File: config.mk
export PLATFORM = sky130hd
export DESIGN_NAME = mips_run_ctrl
export DESIGN_NICKNAME = d
export VERILOG_FILES = /design/src/rtl/mips_defs.sv /design/src/rtl/btn_debounce.sv /design/src/rtl/mips_run_ctrl.sv
export SDC_FILE = /design/constraint.sdc
export NUM_CORES = 1
export LEC_CHECK = 0
export CAP_MARGIN = 20
export CORE_UTILIZATION = 45
export CTS_CLUSTER_DIAMETER = 120
export DETAILED_ROUTE_END_ITERATION = 16
export PLACE_DENSITY = 0.82
export SETUP_SLACK_MARGIN = 0.3
export SLEW_MARGIN = 20
export SYNTH_ARGS = -nofsm -noshare
export SYNTH_HDL_FRONTEND = slang
export SYNTH_SLANG_ARGS = --single-unit
export TNS_END_PERCENT = 20
File: constraint.sdc
create_clock -name CLOCK_50 -period 2.7 [get_ports CLOCK_50]
set_clock_uncertainty 0.2 [all_clocks]
set_input_delay 0.405 -clock CLOCK_50 [delete_from_list [all_inputs] [get_ports CLOCK_50]]
set_output_delay 0.405 -clock CLOCK_50 [all_outputs]
set_load 0.03 [all_outputs]
File: src/rtl/mips_defs.sv
// Shared definitions for the MIPS run controller.
//  - status_e   : run-controller state / status encoding (also driven on the status port)
//  - DEF_*      : default completion-signature address and pass value
//  - is_done()  : true for the sticky completion states
package mips_defs;

    typedef enum logic [2:0] {
        ST_HOLD    = 3'd0,
        ST_RUN     = 3'd1,
        ST_PAUSED  = 3'd2,
        ST_PASS    = 3'd3,
        ST_FAIL    = 3'd4,
        ST_TIMEOUT = 3'd5
    } status_e;

    localparam logic [31:0] DEF_TOHOST_ADDR = 32'hFFFF_FFF0;
    localparam logic [31:0] DEF_PASS_VALUE  = 32'h0000_0001;

    function automatic logic is_done(input status_e st);
        return (st == ST_PASS) || (st == ST_FAIL) || (st == ST_TIMEOUT);
    endfunction

endpackage

File: src/rtl/btn_debounce.sv
// Button synchroniser and debouncer.
//  CLOCK_50 in  system clock
//  reset    in  asynchronous active-low reset
//  btn_n    in  raw button, pressed = 0
//  level_n  out debounced level, pressed = 0 (released after reset)
//  press    out one-cycle pulse on the debounced 1->0 edge
// The debounced level only follows the synchronised input once it has
// differed from the current level for DEBOUNCE consecutive samples.
module btn_debounce #(
    parameter int unsigned DEBOUNCE = 250000
) (
    input  logic CLOCK_50,
    input  logic reset,
    input  logic btn_n,
    output logic level_n,
    output logic press
);

    localparam int unsigned CW = (DEBOUNCE > 1) ? $clog2(DEBOUNCE) : 1;

    logic          sync1;
    logic          sync2;
    logic [CW-1:0] stable_cnt;

    always_ff @(posedge CLOCK_50 or negedge reset) begin
        if (!reset) begin
            sync1      <= 1'b1;
            sync2      <= 1'b1;
            stable_cnt <= '0;
            level_n    <= 1'b1;
            press      <= 1'b0;
        end else begin
            sync1 <= btn_n;
            sync2 <= sync1;
            press <= 1'b0;
            if (sync2 == level_n) begin
                stable_cnt <= '0;
            end else if (stable_cnt == CW'(DEBOUNCE - 1)) begin
                // DEBOUNCE-th consecutive differing sample: accept new level
                stable_cnt <= '0;
                level_n    <= sync2;
                press      <= level_n & ~sync2;
            end else begin
                stable_cnt <= stable_cnt + CW'(1);
            end
        end
    end

endmodule

File: src/rtl/mips_run_ctrl.sv
// Run controller between board inputs and the MIPS core.
// Holds the core in reset for RESET_HOLD cycles, runs it under a budget of
// MAX_CYCLES enabled cycles, and ends the run on a write to TOHOST_ADDR
// (PASS if the data equals PASS_VALUE, FAIL otherwise) or on TIMEOUT.
// Debounced restart (any state -> HOLD) and pause (RUN <-> PAUSED) buttons.
//  CLOCK_50      in  system clock
//  reset         in  asynchronous active-low reset
//  btn_restart_n in  raw restart button, pressed = 0
//  btn_pause_n   in  raw pause button, pressed = 0
//  mem_we        in  core data-memory write strobe
//  mem_addr      in  core data-memory address
//  mem_wdata     in  core data-memory write data
//  core_reset_n  out registered active-low reset to the core
//  core_en       out core clock-enable
//  status        out 0 HOLD, 1 RUN, 2 PAUSED, 3 PASS, 4 FAIL, 5 TIMEOUT
//  done          out high in PASS/FAIL/TIMEOUT
//  cycle_count   out enabled RUN cycles since last HOLD exit
//  result_data   out signature value captured at completion
module mips_run_ctrl
    import mips_defs::*;
#(
    parameter int unsigned          ADDR_W      = 32,
    parameter int unsigned          DATA_W      = 32,
    parameter int unsigned          CNT_W       = 32,
    parameter int unsigned          RESET_HOLD  = 26,
    parameter int unsigned          MAX_CYCLES  = 500000,
    parameter logic [ADDR_W-1:0]    TOHOST_ADDR = ADDR_W'(DEF_TOHOST_ADDR),
    parameter logic [DATA_W-1:0]    PASS_VALUE  = DATA_W'(DEF_PASS_VALUE),
    parameter int unsigned          DEBOUNCE    = 250000
) (
    input  logic              CLOCK_50,
    input  logic              reset,
    input  logic              btn_restart_n,
    input  logic              btn_pause_n,
    input  logic              mem_we,
    input  logic [ADDR_W-1:0] mem_addr,
    input  logic [DATA_W-1:0] mem_wdata,
    output logic              core_reset_n,
    output logic              core_en,
    output logic [2:0]        status,
    output logic              done,
    output logic [CNT_W-1:0]  cycle_count,
    output logic [DATA_W-1:0] result_data
);

    localparam int unsigned HOLD_W = (RESET_HOLD > 1) ? $clog2(RESET_HOLD) : 1;

    status_e           state;
    status_e           next_state;
    logic [HOLD_W-1:0] hold_cnt;
    logic              restart_press;
    logic              pause_press;
    logic              restart_level_unused;
    logic              pause_level_unused;
    logic              tohost_hit;
    logic              hold_last;
    logic              budget_last;
    logic              budget_full;

    btn_debounce #(.DEBOUNCE(DEBOUNCE)) u_restart_db (
        .CLOCK_50 (CLOCK_50),
        .reset    (reset),
        .btn_n    (btn_restart_n),
        .level_n  (restart_level_unused),
        .press    (restart_press)
    );

    btn_debounce #(.DEBOUNCE(DEBOUNCE)) u_pause_db (
        .CLOCK_50 (CLOCK_50),
        .reset    (reset),
        .btn_n    (btn_pause_n),
        .level_n  (pause_level_unused),
        .press    (pause_press)
    );

    assign tohost_hit  = mem_we && (mem_addr == TOHOST_ADDR);
    assign hold_last   = (hold_cnt == HOLD_W'(RESET_HOLD - 1));
    assign budget_last = (cycle_count == CNT_W'(MAX_CYCLES - 1));
    assign budget_full = (cycle_count == CNT_W'(MAX_CYCLES));

    // Priority: restart > tohost completion > budget end > pause
    always_comb begin
        next_state = state;
        case (state)
            ST_HOLD: begin
                if (hold_last) next_state = ST_RUN;
            end
            ST_RUN: begin
                if (tohost_hit)
                    next_state = (mem_wdata == PASS_VALUE) ? ST_PASS : ST_FAIL;
                else if (budget_last)
                    next_state = ST_TIMEOUT;
                else if (pause_press)
                    next_state = ST_PAUSED;
            end
            ST_PAUSED: begin
                if (pause_press) next_state = ST_RUN;
            end
            ST_PASS, ST_FAIL, ST_TIMEOUT: next_state = state;
            default: next_state = ST_HOLD;
        endcase
        if (restart_press) next_state = ST_HOLD;
    end

    // Outputs are registered from next_state so they line up with status.
    always_ff @(posedge CLOCK_50 or negedge reset) begin
        if (!reset) begin
            state        <= ST_HOLD;
            core_reset_n <= 1'b0;
            core_en      <= 1'b0;
            done         <= 1'b0;
        end else begin
            state        <= next_state;
            core_reset_n <= (next_state != ST_HOLD);
            core_en      <= (next_state == ST_RUN);
            done         <= is_done(next_state);
        end
    end

    always_ff @(posedge CLOCK_50 or negedge reset) begin
        if (!reset) begin
            hold_cnt <= '0;
        end else if (state == ST_HOLD && next_state == ST_HOLD && !restart_press) begin
            hold_cnt <= hold_cnt + HOLD_W'(1);
        end else begin
            hold_cnt <= '0;
        end
    end

    always_ff @(posedge CLOCK_50 or negedge reset) begin
        if (!reset) begin
            cycle_count <= '0;
            result_data <= '0;
        end else if (next_state == ST_HOLD) begin
            cycle_count <= '0;
            result_data <= '0;
        end else begin
            if (state == ST_RUN && !budget_full)
                cycle_count <= cycle_count + CNT_W'(1);
            if (state == ST_RUN && (next_state == ST_PASS || next_state == ST_FAIL))
                result_data <= mem_wdata;
        end
    end

    assign status = state;

endmodule

======== Word-level counts from Yosys, hierarchy flattened ========
Index checks and enable logic that the tools add are counted.
W data, S select, Z words.
word-level totals
  output and inout bits ................... 70
  logic and storage cells ................. 83
  flip-flop bits (word level) ............. 119
  bits of input ports ..................... 69
operators by class
  reductions and logical operators ........ 17
  $add $sub $neg .......................... 4
  equal/unequal tests ..................... 18
  muxes and demuxes ....................... 21
  bitwise operators ....................... 6
operators with widths
  cell                     count
  $mux W32                 4
  $mux W18                 4
  $eq A32 B19 Y1 const B   2
  $add A18 B1 Y18 const B  2
  $eq A18 B18 Y1 const B   2
  $add A32 B1 Y32 const B  1
  $eq A32 B1 Y1 const B    1
  $eq A32 B32 Y1 const B   1
  $mux W3                  7
  $eq A3 B3 Y1 const B     4
  $pmux W3 S4              1
  $eq A3 B2 Y1 const B     3
  $eq A3 B1 Y1 const B     2
  $logic_not A3 Y1         2
  $add A5 B1 Y5 const B    1
  $eq A5 B5 Y1 const B     1
  $logic_and A1 B1 Y1      5
  $mux W5                  1
  $mux W1                  4
  $not A1 Y1               4
  $reduce_and A2 Y1        2
  $reduce_bool A2 Y1       2
  $reduce_bool A3 Y1       1
  $reduce_or A3 Y1         1
  other kinds (4)          8

======== Logic depth before layout (Yosys ltp) ========
Gate-level depths: netlist of run 1.
  depth after elaboration ................. 10
  mapped depth ............................ 13
  mapped depth without buffers ............ 11

======== Modules after synthesis ========
A second synthesis of run 1 with hierarchy kept.
second synthesis, totals
  cells, all modules ...................... 615
  area, all modules ....................... 6022.0 um2
modules (own cells, without submodules)
  module                        cells each  instances  area an instance (um2)  sequential area each (um2)
  mips_run_ctrl                 411         1          3887.5                  1876.8
  btn_debounce at u_pause_db    104         1          1074.8                  554.3
  btn_debounce at u_restart_db  100         1          1059.8                  554.3

======== Worst setup path after synthesis of run 1 ========
No wires, ideal clock.
  path kind ............................... input -> register
  start ................................... input mem_addr[0]
  end ..................................... register result_data[0]
  buffers on the path ..................... 2
  setup time .............................. 0.079 ns
  setup slack ............................. -0.124 ns
  arrival ................................. 2.545 ns
  required time ........................... 2.421 ns
  stages .................................. 12
  path through ............................ or4b_1 > nor4_2 > and4_1 > a211oi_1 > or4_4 > clkinv_2 > nor3_4 > inv_2 > buf_6 > buf_6 > nand2_1 > mux2i_1
between the ends
  word-level cells in the longest chain between the ends .. 9
  elaborated cells on any way between the ends .. 12
  those cells by class .................... eq/ne: 3; mux: 4; reduce/logical: 5
ends and longest elaborated chain
  item                                                 RTL line              source
  start, declared                                      mips_run_ctrl.sv:36   input logic [ADDR_W-1:0] mem_addr,
  $eq A32 B32 Y1 *                                     mips_run_ctrl.sv:76   assign tohost_hit = mem_we && (mem_addr == TOHOST_ADDR);
  $logic_and A1 B1 Y1 *                                mips_run_ctrl.sv:76
  $mux W3 *                                            mips_run_ctrl.sv:89   if (tohost_hit)
  $pmux W3 S4 *                                        mips_run_ctrl.sv:84   case (state)
  $mux W3 *                                            mips_run_ctrl.sv:102  if (restart_press) next_state = ST_HOLD;
  via next_state[2]                                    mips_run_ctrl.sv:49   status_e next_state;
  $eq A3 B2 Y1 / $eq A3 B3 Y1 (equally long branches)  mips_run_ctrl.sv:140  if (state == ST_RUN && (next_state == ST_PASS || next_state == ST_FAIL))
  $logic_or A1 B1 Y1                                   mips_run_ctrl.sv:140
  $logic_and A1 B1 Y1                                  mips_run_ctrl.sv:140
  $reduce_bool A2 Y1 (no source line)                  --
  end signal, assigned                                 mips_run_ctrl.sv:141  result_data <= mem_wdata;
  end, declared                                        mips_run_ctrl.sv:43   output logic [DATA_W-1:0] result_data
The timed path passes the listed nets; every way through them passes the cells marked *.
A chain may end at the register's enable or synchronous reset.

======== Final worst setup path of run 1 ========
  start ................................... register cycle_count[21]
  end ..................................... register result_data[4]
between the ends
  word-level cells in the longest chain between the ends .. 9
  elaborated cells on any way between the ends .. 12
  those cells by class .................... eq/ne: 3; mux: 5; reduce/logical: 4
ends and longest elaborated chain
  item                                                 RTL line              source
  start, declared                                      mips_run_ctrl.sv:42   output logic [CNT_W-1:0] cycle_count,
  start signal, assigned                               mips_run_ctrl.sv:139  cycle_count <= cycle_count + CNT_W'(1);
  $eq A32 B19 Y1 *                                     mips_run_ctrl.sv:78   assign budget_last = (cycle_count == CNT_W'(MAX_CYCLES - 1));
  $mux W3 *                                            mips_run_ctrl.sv:91   else if (budget_last)
  $mux W3 *                                            mips_run_ctrl.sv:89
  $pmux W3 S4 *                                        mips_run_ctrl.sv:84
  $mux W3 *                                            mips_run_ctrl.sv:102
  via next_state[0]                                    mips_run_ctrl.sv:49
  $eq A3 B2 Y1 / $eq A3 B3 Y1 (equally long branches)  mips_run_ctrl.sv:140
  $logic_or A1 B1 Y1                                   mips_run_ctrl.sv:140
  $logic_and A1 B1 Y1                                  mips_run_ctrl.sv:140
  $reduce_bool A2 Y1 (no source line)                  --
Marks and branches as above.

==> flow_metrics.env, run 1 <==
export IMPL_die_y_um=117
export IMPL_critical_path_top_delay_family="buffers and inverters"
export IMPL_ys_seq_elements=119
export IMPL_core_mm2=0.0127
export IMPL_slew_viol_final=0
export IMPL_rrSetupSlack_ps=-250
export IMPL_final_common_cell="dfrtp_1"
export IMPL_dp_slack_ps=-633
export IMPL_swShare=0.201
export IMPL_hold_viol_final=0
export IMPL_synth_cells=605
export IMPL_cts_root_buf="clkbuf_16"
export IMPL_via_per_inst=5.49
export IMPL_violations="setup timing"
export IMPL_final_nets=896
export IMPL_cp_cell_sequence="nor4_4 -> buf_4 -> nand4_1 -> buf_4 -> o22ai_2 -> mux2i_4 -> o32ai_4 -> nor3_4 -> inv_4 -> buf_12 -> nand2_1 -> mux2i_1"
export IMPL_first_iter_violations=384
export IMPL_port_buffers=138
export IMPL_synth_ff_type="dfrtp_1"
export IMPL_fin_area_mm2=0.00920
export IMPL_grt_pass1_wl_um=26300
export IMPL_rsz0062_at_grt="yes"
export IMPL_grt_overflow_total=0
export IMPL_max_freq_ghz=0.339
export IMPL_r2r_cells=12
export IMPL_num_antenna_cells=0
export IMPL_synth_cell_type_count=45
export IMPL_layout_common_cells="dfrtp_1, clkdlybuf4s50_1, nor2_1"
export IMPL_grt_pass1_vias=5578
export IMPL_io_pins=139
export IMPL_cts_clk_slew_worst_paths_ps=60
export IMPL_start_util=0.466
export IMPL_syn_to_final_growth_pct=55.2
export IMPL_crit_arrival_ps=3060
export IMPL_die_x_um=117
export IMPL_drv_cap=0
export IMPL_timing_hold_worst_class="in -> reg"
export IMPL_hold_path_endpoint="result_data[9]"
export IMPL_synth_edf_count=0
export IMPL_grt_max_degree=47
export IMPL_clock_sinks=119
export IMPL_hold_depth=3
export IMPL_final_cells=1002
export IMPL_setup_viol=70
export IMPL_finalPower_mw=4.41
export IMPL_cts_tree="built"
export IMPL_ir_worst_vdd_mv=0.387
export IMPL_crit_path_top_delay_cell="dfrtp_1"
export IMPL_cp_slowest_stage_delay_ps=400
export IMPL_status="finished, violations left"
export IMPL_fillCellCount=797
export IMPL_power_switching_mw=0.889
export IMPL_startpoint_type="flip-flop"
export IMPL_vias=5500
export IMPL_worst_setup_path_end_kind="flip-flop"
export IMPL_p_clk_frac=0.543
export IMPL_clk_path_buf_depth=2
export IMPL_p_leak_nw=4.38
export IMPL_syn_nets=684
export IMPL_synthesis_area_mm2=0.00593
export IMPL_internal_power_mw=3.53
export IMPL_placed_cell_area_mm2=0.00799
export IMPL_power_density_mw_per_mm2=480
export IMPL_antenna_found_initial=0
export IMPL_multi_input_area_mm2=0.00299
export IMPL_cts_buffers=17
export IMPL_p_seq_frac=0.409
export IMPL_drive_gt1_frac=0.224
export IMPL_hold_ws_ps=99.2
export IMPL_wl_um=18500
export IMPL_path_class="reg -> reg"
export IMPL_fin_crit_sh=1.09
export IMPL_final_seq_area_mm2=0.00299
export IMPL_drc=0
export IMPL_ys_seq_area_frac=0.504
export IMPL_worst_pin_slew_ps=550
export IMPL_grt_usage=0.255
export IMPL_period_needed_ps=2950
export IMPL_dp_cells=956
export IMPL_fin_ws_ps=-249
export IMPL_place_congestion=0.838
export IMPL_slew_headroom=0.630
export IMPL_cts_max_level=4
export IMPL_crit_buf_inv=4
export IMPL_critPathRequiredTime_ps=2810
export IMPL_crit_top_cell="buf_4"
export IMPL_wl_per_cell_um=18.5
export IMPL_async_reset_ff_frac=1.00
export IMPL_syn_area_per_cell_um2=9.80
export IMPL_power_frac_comb=0.048
export IMPL_cp_max_fo=11
export IMPL_die_area_mm2=0.0136
export IMPL_ant_nets=0
export IMPL_rr_endpoint="result_data[4]"
export IMPL_hold_start="mem_wdata[9]"
export IMPL_rows=41
export IMPL_r2r_start="cycle_count[21]"
export IMPL_yosysWarnings=0
export IMPL_dp_hpwl_um=10900
export IMPL_first_pass_iters=5
export IMPL_clk_latency_ps=410
[cells in the mapped netlist, types with 5 or more instances]
master,n,share of area
dfrtp_1,113,0.48
or3_1,5,0.0053
or2_2,5,0.0053
and4_1,6,0.0089
ha_1,10,0.021
nor4b_1,11,0.016
nand2_1,81,0.051
clkbuf_1,12,0.0076
o21ai_0,6,0.0051
nand4_1,16,0.017
dfstp_2,6,0.027
nor2_1,84,0.053
nor4_1,20,0.021
mux2i_1,34,0.057
xor2_1,40,0.059
nand3_1,22,0.019
inv_1,44,0.028
and3_1,19,0.020
nor3_1,6,0.0051
xnor2_1,23,0.034
[sequential cells by signal, summed over array words and instances (netlist names), 3 cells and up]
register,cells
u_restart_db.stable_cnt,18
u_pause_db.stable_cnt,18
result_data,32
hold_cnt,5
status,3
cycle_count,32
[worst register-to-register path, stage by stage (launching register included)]
cell	delay, ps
dfrtp_1	400
nor4_4	330
buf_4	160
nand4_1	140
buf_4	200
o22ai_2	220
mux2i_4	150
o32ai_4	390
nor3_4	90
inv_4	140
buf_12	150
nand2_1	70
mux2i_1	220
[what timing repair did]
action / CTS / global route
resized for setup: 45 / 67
buffers inserted: 2 / 8
hold buffers: 1 / 0
setup endpoints to repair: 72 / 74
pin swaps: 14 / 23
hold endpoints to repair: 32 / 0
gates cloned: 3 / 0
[layer usage]
layer,GRT usage,vias up,routed length [um]
met4,0.116,0,720
met2,0.460,270,9710
met3,0.0643,81,1080
li1,-,2467,-
met5,0,-,0
met1,0.282,2682,6980
[layout make-up]
class / instances / share of cell area
timing repair buffer: 214 / 0.239
clock buffer: 23 / 0.0520
inverter: 46 / 0.0196
sequential: 119 / 0.325
clock inverter: 9 / 0.0160
multi-input combinational: 419 / 0.325
tap: 172 / 0.0234
[power groups by stage]
stage | sequential, mW | combinational [mW] | clock (mW)
after floorplan | 1.83 | 0.0364 | 0
after CTS | 1.80 | 0.212 | 2.40
after global routing | 1.80 | 0.233 | 2.50
final | 1.81 | 0.214 | 2.40
after global placement | 1.83 | 0.201 | 0
after detailed placement | 1.84 | 0.208 | 0
[worst max path at each step]
stage,from,end,slack [ps],cells past startpoint
6_report,cycle_count[21],result_data[4],-250,12
5_1_grt,cycle_count[21],result_data[13],-340,13
4_1_cts,mem_addr[2],result_data[15],-120,14
3_5_place_dp,mem_addr[0],result_data[1],-630,12
3_3_place_gp,mem_addr[0],result_data[29],-530,11
2_1_floorplan,mem_addr[0],result_data[0],10,12
[cells by family (layout without fill, tap and decap cells)]
family	count (synthesis)	after routing	share of synthesized area
multiplexers	35	35	0.0597
flip-flops	119	119	0.504
XOR/XNOR	63	63	0.0931
AO/OA/AOI/OAI	17	17	0.0203
adder cells (fa/ha/maj)	10	10	0.0211
buffers and inverters	67	292	0.0492
AND/OR/NAND/NOR	294	294	0.253
[metrics by stage]
step / setup TNS, ps / util
2_1_floorplan: 0 / -
3_3_place_gp: -33980 / 0.628
3_5_place_dp: -39180 / 0.628
4_1_cts: -2810 / 0.697
5_1_grt: -13910 / 0.723
6_report: -9040 / 0.723
Note: power is estimated with default switching activity, not from simulation.
==> inputs of run 2 (changes only) <==
--- a/config.mk
+++ b/config.mk
@@ -11,7 +11,6 @@
 export DETAILED_ROUTE_END_ITERATION = 16
 export PLACE_DENSITY = 0.82
 export SETUP_SLACK_MARGIN = 0.3
-export SLEW_MARGIN = 20
 export SYNTH_ARGS = -nofsm -noshare
 export SYNTH_HDL_FRONTEND = slang
 export SYNTH_SLANG_ARGS = --single-unit
==> results of run 2 <==
No change in the layout: final DEF, timing and power equal those of run 1.
==> inputs of run 3 (changes only) <==
--- a/config.mk
+++ b/config.mk
@@ -14,4 +14,3 @@
 export SYNTH_ARGS = -nofsm -noshare
 export SYNTH_HDL_FRONTEND = slang
 export SYNTH_SLANG_ARGS = --single-unit
-export TNS_END_PERCENT = 20
==> run 3 against run 2 <==
  * The run still ends with setup timing left
  * Largest power group unchanged
  * Critical path depth is 2 lower
  * Hold slack worse by 15 ps
  * Clock power is 8% higher
  * First-iteration DRC count is 22% higher
  * Global-route usage is 2.5 points higher
  * Register-to-register slack worse by 110 ps
  * Sequential share of layout area is 1.8 points lower
  * Power is 4.5% higher
  * Flip-flop and latch count stayed put
  * Cell count is 1.7% higher
==> flow_metrics.env, run 3 (same netlist as run 1, synthesis figures left out) <==
export IMPL_startpoint_type="flip-flop"
export IMPL_worst_pin_slew_ps=598
export IMPL_core_mm2=0.0127
export IMPL_grt_pass1_vias=5786
export IMPL_cts_clk_slew_worst_paths_ps=50
export IMPL_finalPower_mw=4.61
export IMPL_clk_path_buf_depth=2
export IMPL_r2r_start="cycle_count[27]"
export IMPL_drv_cap=0
export IMPL_path_class="reg -> reg"
export IMPL_final_common_cell="clkdlybuf4s50_1"
export IMPL_p_leak_nw=4.52
export IMPL_cts_max_level=4
export IMPL_r2r_cells=10
export IMPL_hold_depth=3
export IMPL_fin_ws_ps=-362
export IMPL_vias=5854
export IMPL_critical_path_top_delay_family="simple AND/OR/NAND/NOR gates"
export IMPL_fin_crit_sh=1.13
export IMPL_violations="setup timing"
export IMPL_grt_max_degree=40
export IMPL_cp_cell_sequence="nor4_4 -> nand4_1 -> o22ai_1 -> mux2i_4 -> buf_4 -> nand2_1 -> nor3_4 -> a21oi_4 -> buf_6 -> mux2i_1"
export IMPL_setup_viol=70
export IMPL_place_congestion=0.866
export IMPL_clock_sinks=119
export IMPL_rrSetupSlack_ps=-360
export IMPL_layout_common_cells="clkdlybuf4s50_1, dfrtp_1, buf_4"
export IMPL_cp_slowest_stage_delay_ps=490
export IMPL_io_pins=139
export IMPL_syn_to_final_growth_pct=64.3
export IMPL_antenna_found_initial=0
export IMPL_dp_hpwl_um=11200
export IMPL_slew_headroom=0.598
export IMPL_period_needed_ps=3060
export IMPL_timing_hold_worst_class="in -> reg"
export IMPL_crit_arrival_ps=3180
export IMPL_die_area_mm2=0.0136
export IMPL_wl_um=21500
export IMPL_ant_nets=0
export IMPL_grt_overflow_total=0
export IMPL_rsz0062_at_grt="yes"
export IMPL_clk_latency_ps=430
export IMPL_via_per_inst=5.74
export IMPL_crit_buf_inv=2
export IMPL_cts_tree="built"
export IMPL_max_freq_ghz=0.327
export IMPL_cts_buffers=17
export IMPL_setup_tns_ps=-15630
export IMPL_first_pass_iters=5
export IMPL_critPathRequiredTime_ps=2820
export IMPL_start_util=0.466
export IMPL_drc=0
export IMPL_num_antenna_cells=0
export IMPL_die_x_um=117
export IMPL_die_y_um=117
export IMPL_rr_endpoint="result_data[23]"
export IMPL_rows=41
export IMPL_worst_setup_path_end_kind="flip-flop"
export IMPL_final_nets=913
export IMPL_grt_pass1_wl_um=28600
export IMPL_grt_usage=0.280
export IMPL_port_buffers=138
export IMPL_top_regs="cycle_count: 32 flops, result_data: 32 flops"
export IMPL_hold_viol_final=0
export IMPL_status="finished, violations left"
export IMPL_crit_path_top_delay_cell="dfrtp_1"
export IMPL_dp_slack_ps=-622
export IMPL_first_iter_violations=467
export IMPL_drive_gt1_frac=0.282
export IMPL_hold_start="mem_wdata[31]"
export IMPL_power_density_mw_per_mm2=474
export IMPL_cp_max_fo=6
export IMPL_cts_root_buf="clkbuf_16"
export IMPL_wl_per_cell_um=21.1
export IMPL_slew_viol_final=0
export IMPL_hold_path_endpoint="result_data[31]"
export IMPL_ir_worst_vdd_mv=0.497
export IMPL_fin_util=0.766
## run 3: changes by cell type in the layout (fill, tap and decap cells not counted), moves of 4 or more
| cell | delta |
|---|---|
| buf_4 | +4 |
| buf_6 | +8 |
| clkdlybuf4s50_1 | +13 |
| dlymetal6s2s_1 | -14 |
| nand2_1 | -11 |
| nand2_2 | +4 |
| nand2_4 | +7 |
| nor2_1 | -19 |
| nor2_2 | -4 |
| nor2_4 | +23 |
| nor4_4 | +4 |
## run 3: worst max path at each step
| stage | endpoint | from | slack, ps | cells after the start |
|---|---|---|---|---|
| floorplan | result_data[0] | mem_addr[0] | 10 | 12 |
| global placement | result_data[10] | mem_wdata[17] | -580 | 11 |
| detailed placement | result_data[28] | mem_wdata[17] | -620 | 12 |
| CTS | result_data[22] | cycle_count[14] | -140 | 14 |
| global route | result_data[25] | cycle_count[31] | -730 | 10 |
| finish | result_data[23] | cycle_count[27] | -360 | 10 |
## run 3: cell type report
type                            instances  area, um2
Clock buffer                           25        505
Clock inverter                          7        163
Fill cell                             730       2980
Inverter                               46        178
Multi-Input combinational cell        419       3280
Sequential cell                       119       2990
Tap cell                              172        215
Timing Repair Buffer                  231       2410
## run 3: report_power, final
group	switching, mW	internal (mW)
Sequential	0.00615	1.80
Combinational	0.101	0.123
Clock	0.827	1.76
Total	0.935	3.68
## run 3: routing by layer
metal | up-vias | GRT usage | part of all wire
met5 | - | 0 | 0
met4 | 0 | 0.144 | 0.061
met3 | 126 | 0.0732 | 0.075
met2 | 350 | 0.505 | 0.51
met1 | 2882 | 0.301 | 0.35
li1 | 2496 | - | -
## run 3: stage by stage
step	instance area, um2	hold slack, ps	std cells
floorplan	5980	-90.6	605
global placement	7990	146	958
detailed placement	7990	150	958
CTS	9210	157	1008
global route	9740	94.7	1019
finish	9740	83.8	1019
## run 3: timing repair
| item | 4_1_cts | 5_1_grt |
|---|---|---|
| pin swaps | 52 | 22 |
| gates resized for setup | 97 | 79 |
| gates cloned | 5 | 4 |
| hold buffers | 1 | 0 |
| endpoints found under the setup margin | 74 | 91 |
| buffers inserted | 12 | 7 |
| endpoints found under the hold margin | 34 | 0 |
## run 3: worst reg2reg max path, delay by kind of cell, from the launching register on
| kind | cells | cell delay (ps) |
|---|---|---|
| compound gates | 2 | 700 |
| simple gates | 4 | 800 |
| mux | 2 | 410 |
| flops | 1 | 490 |
| buf+inv | 2 | 370 |
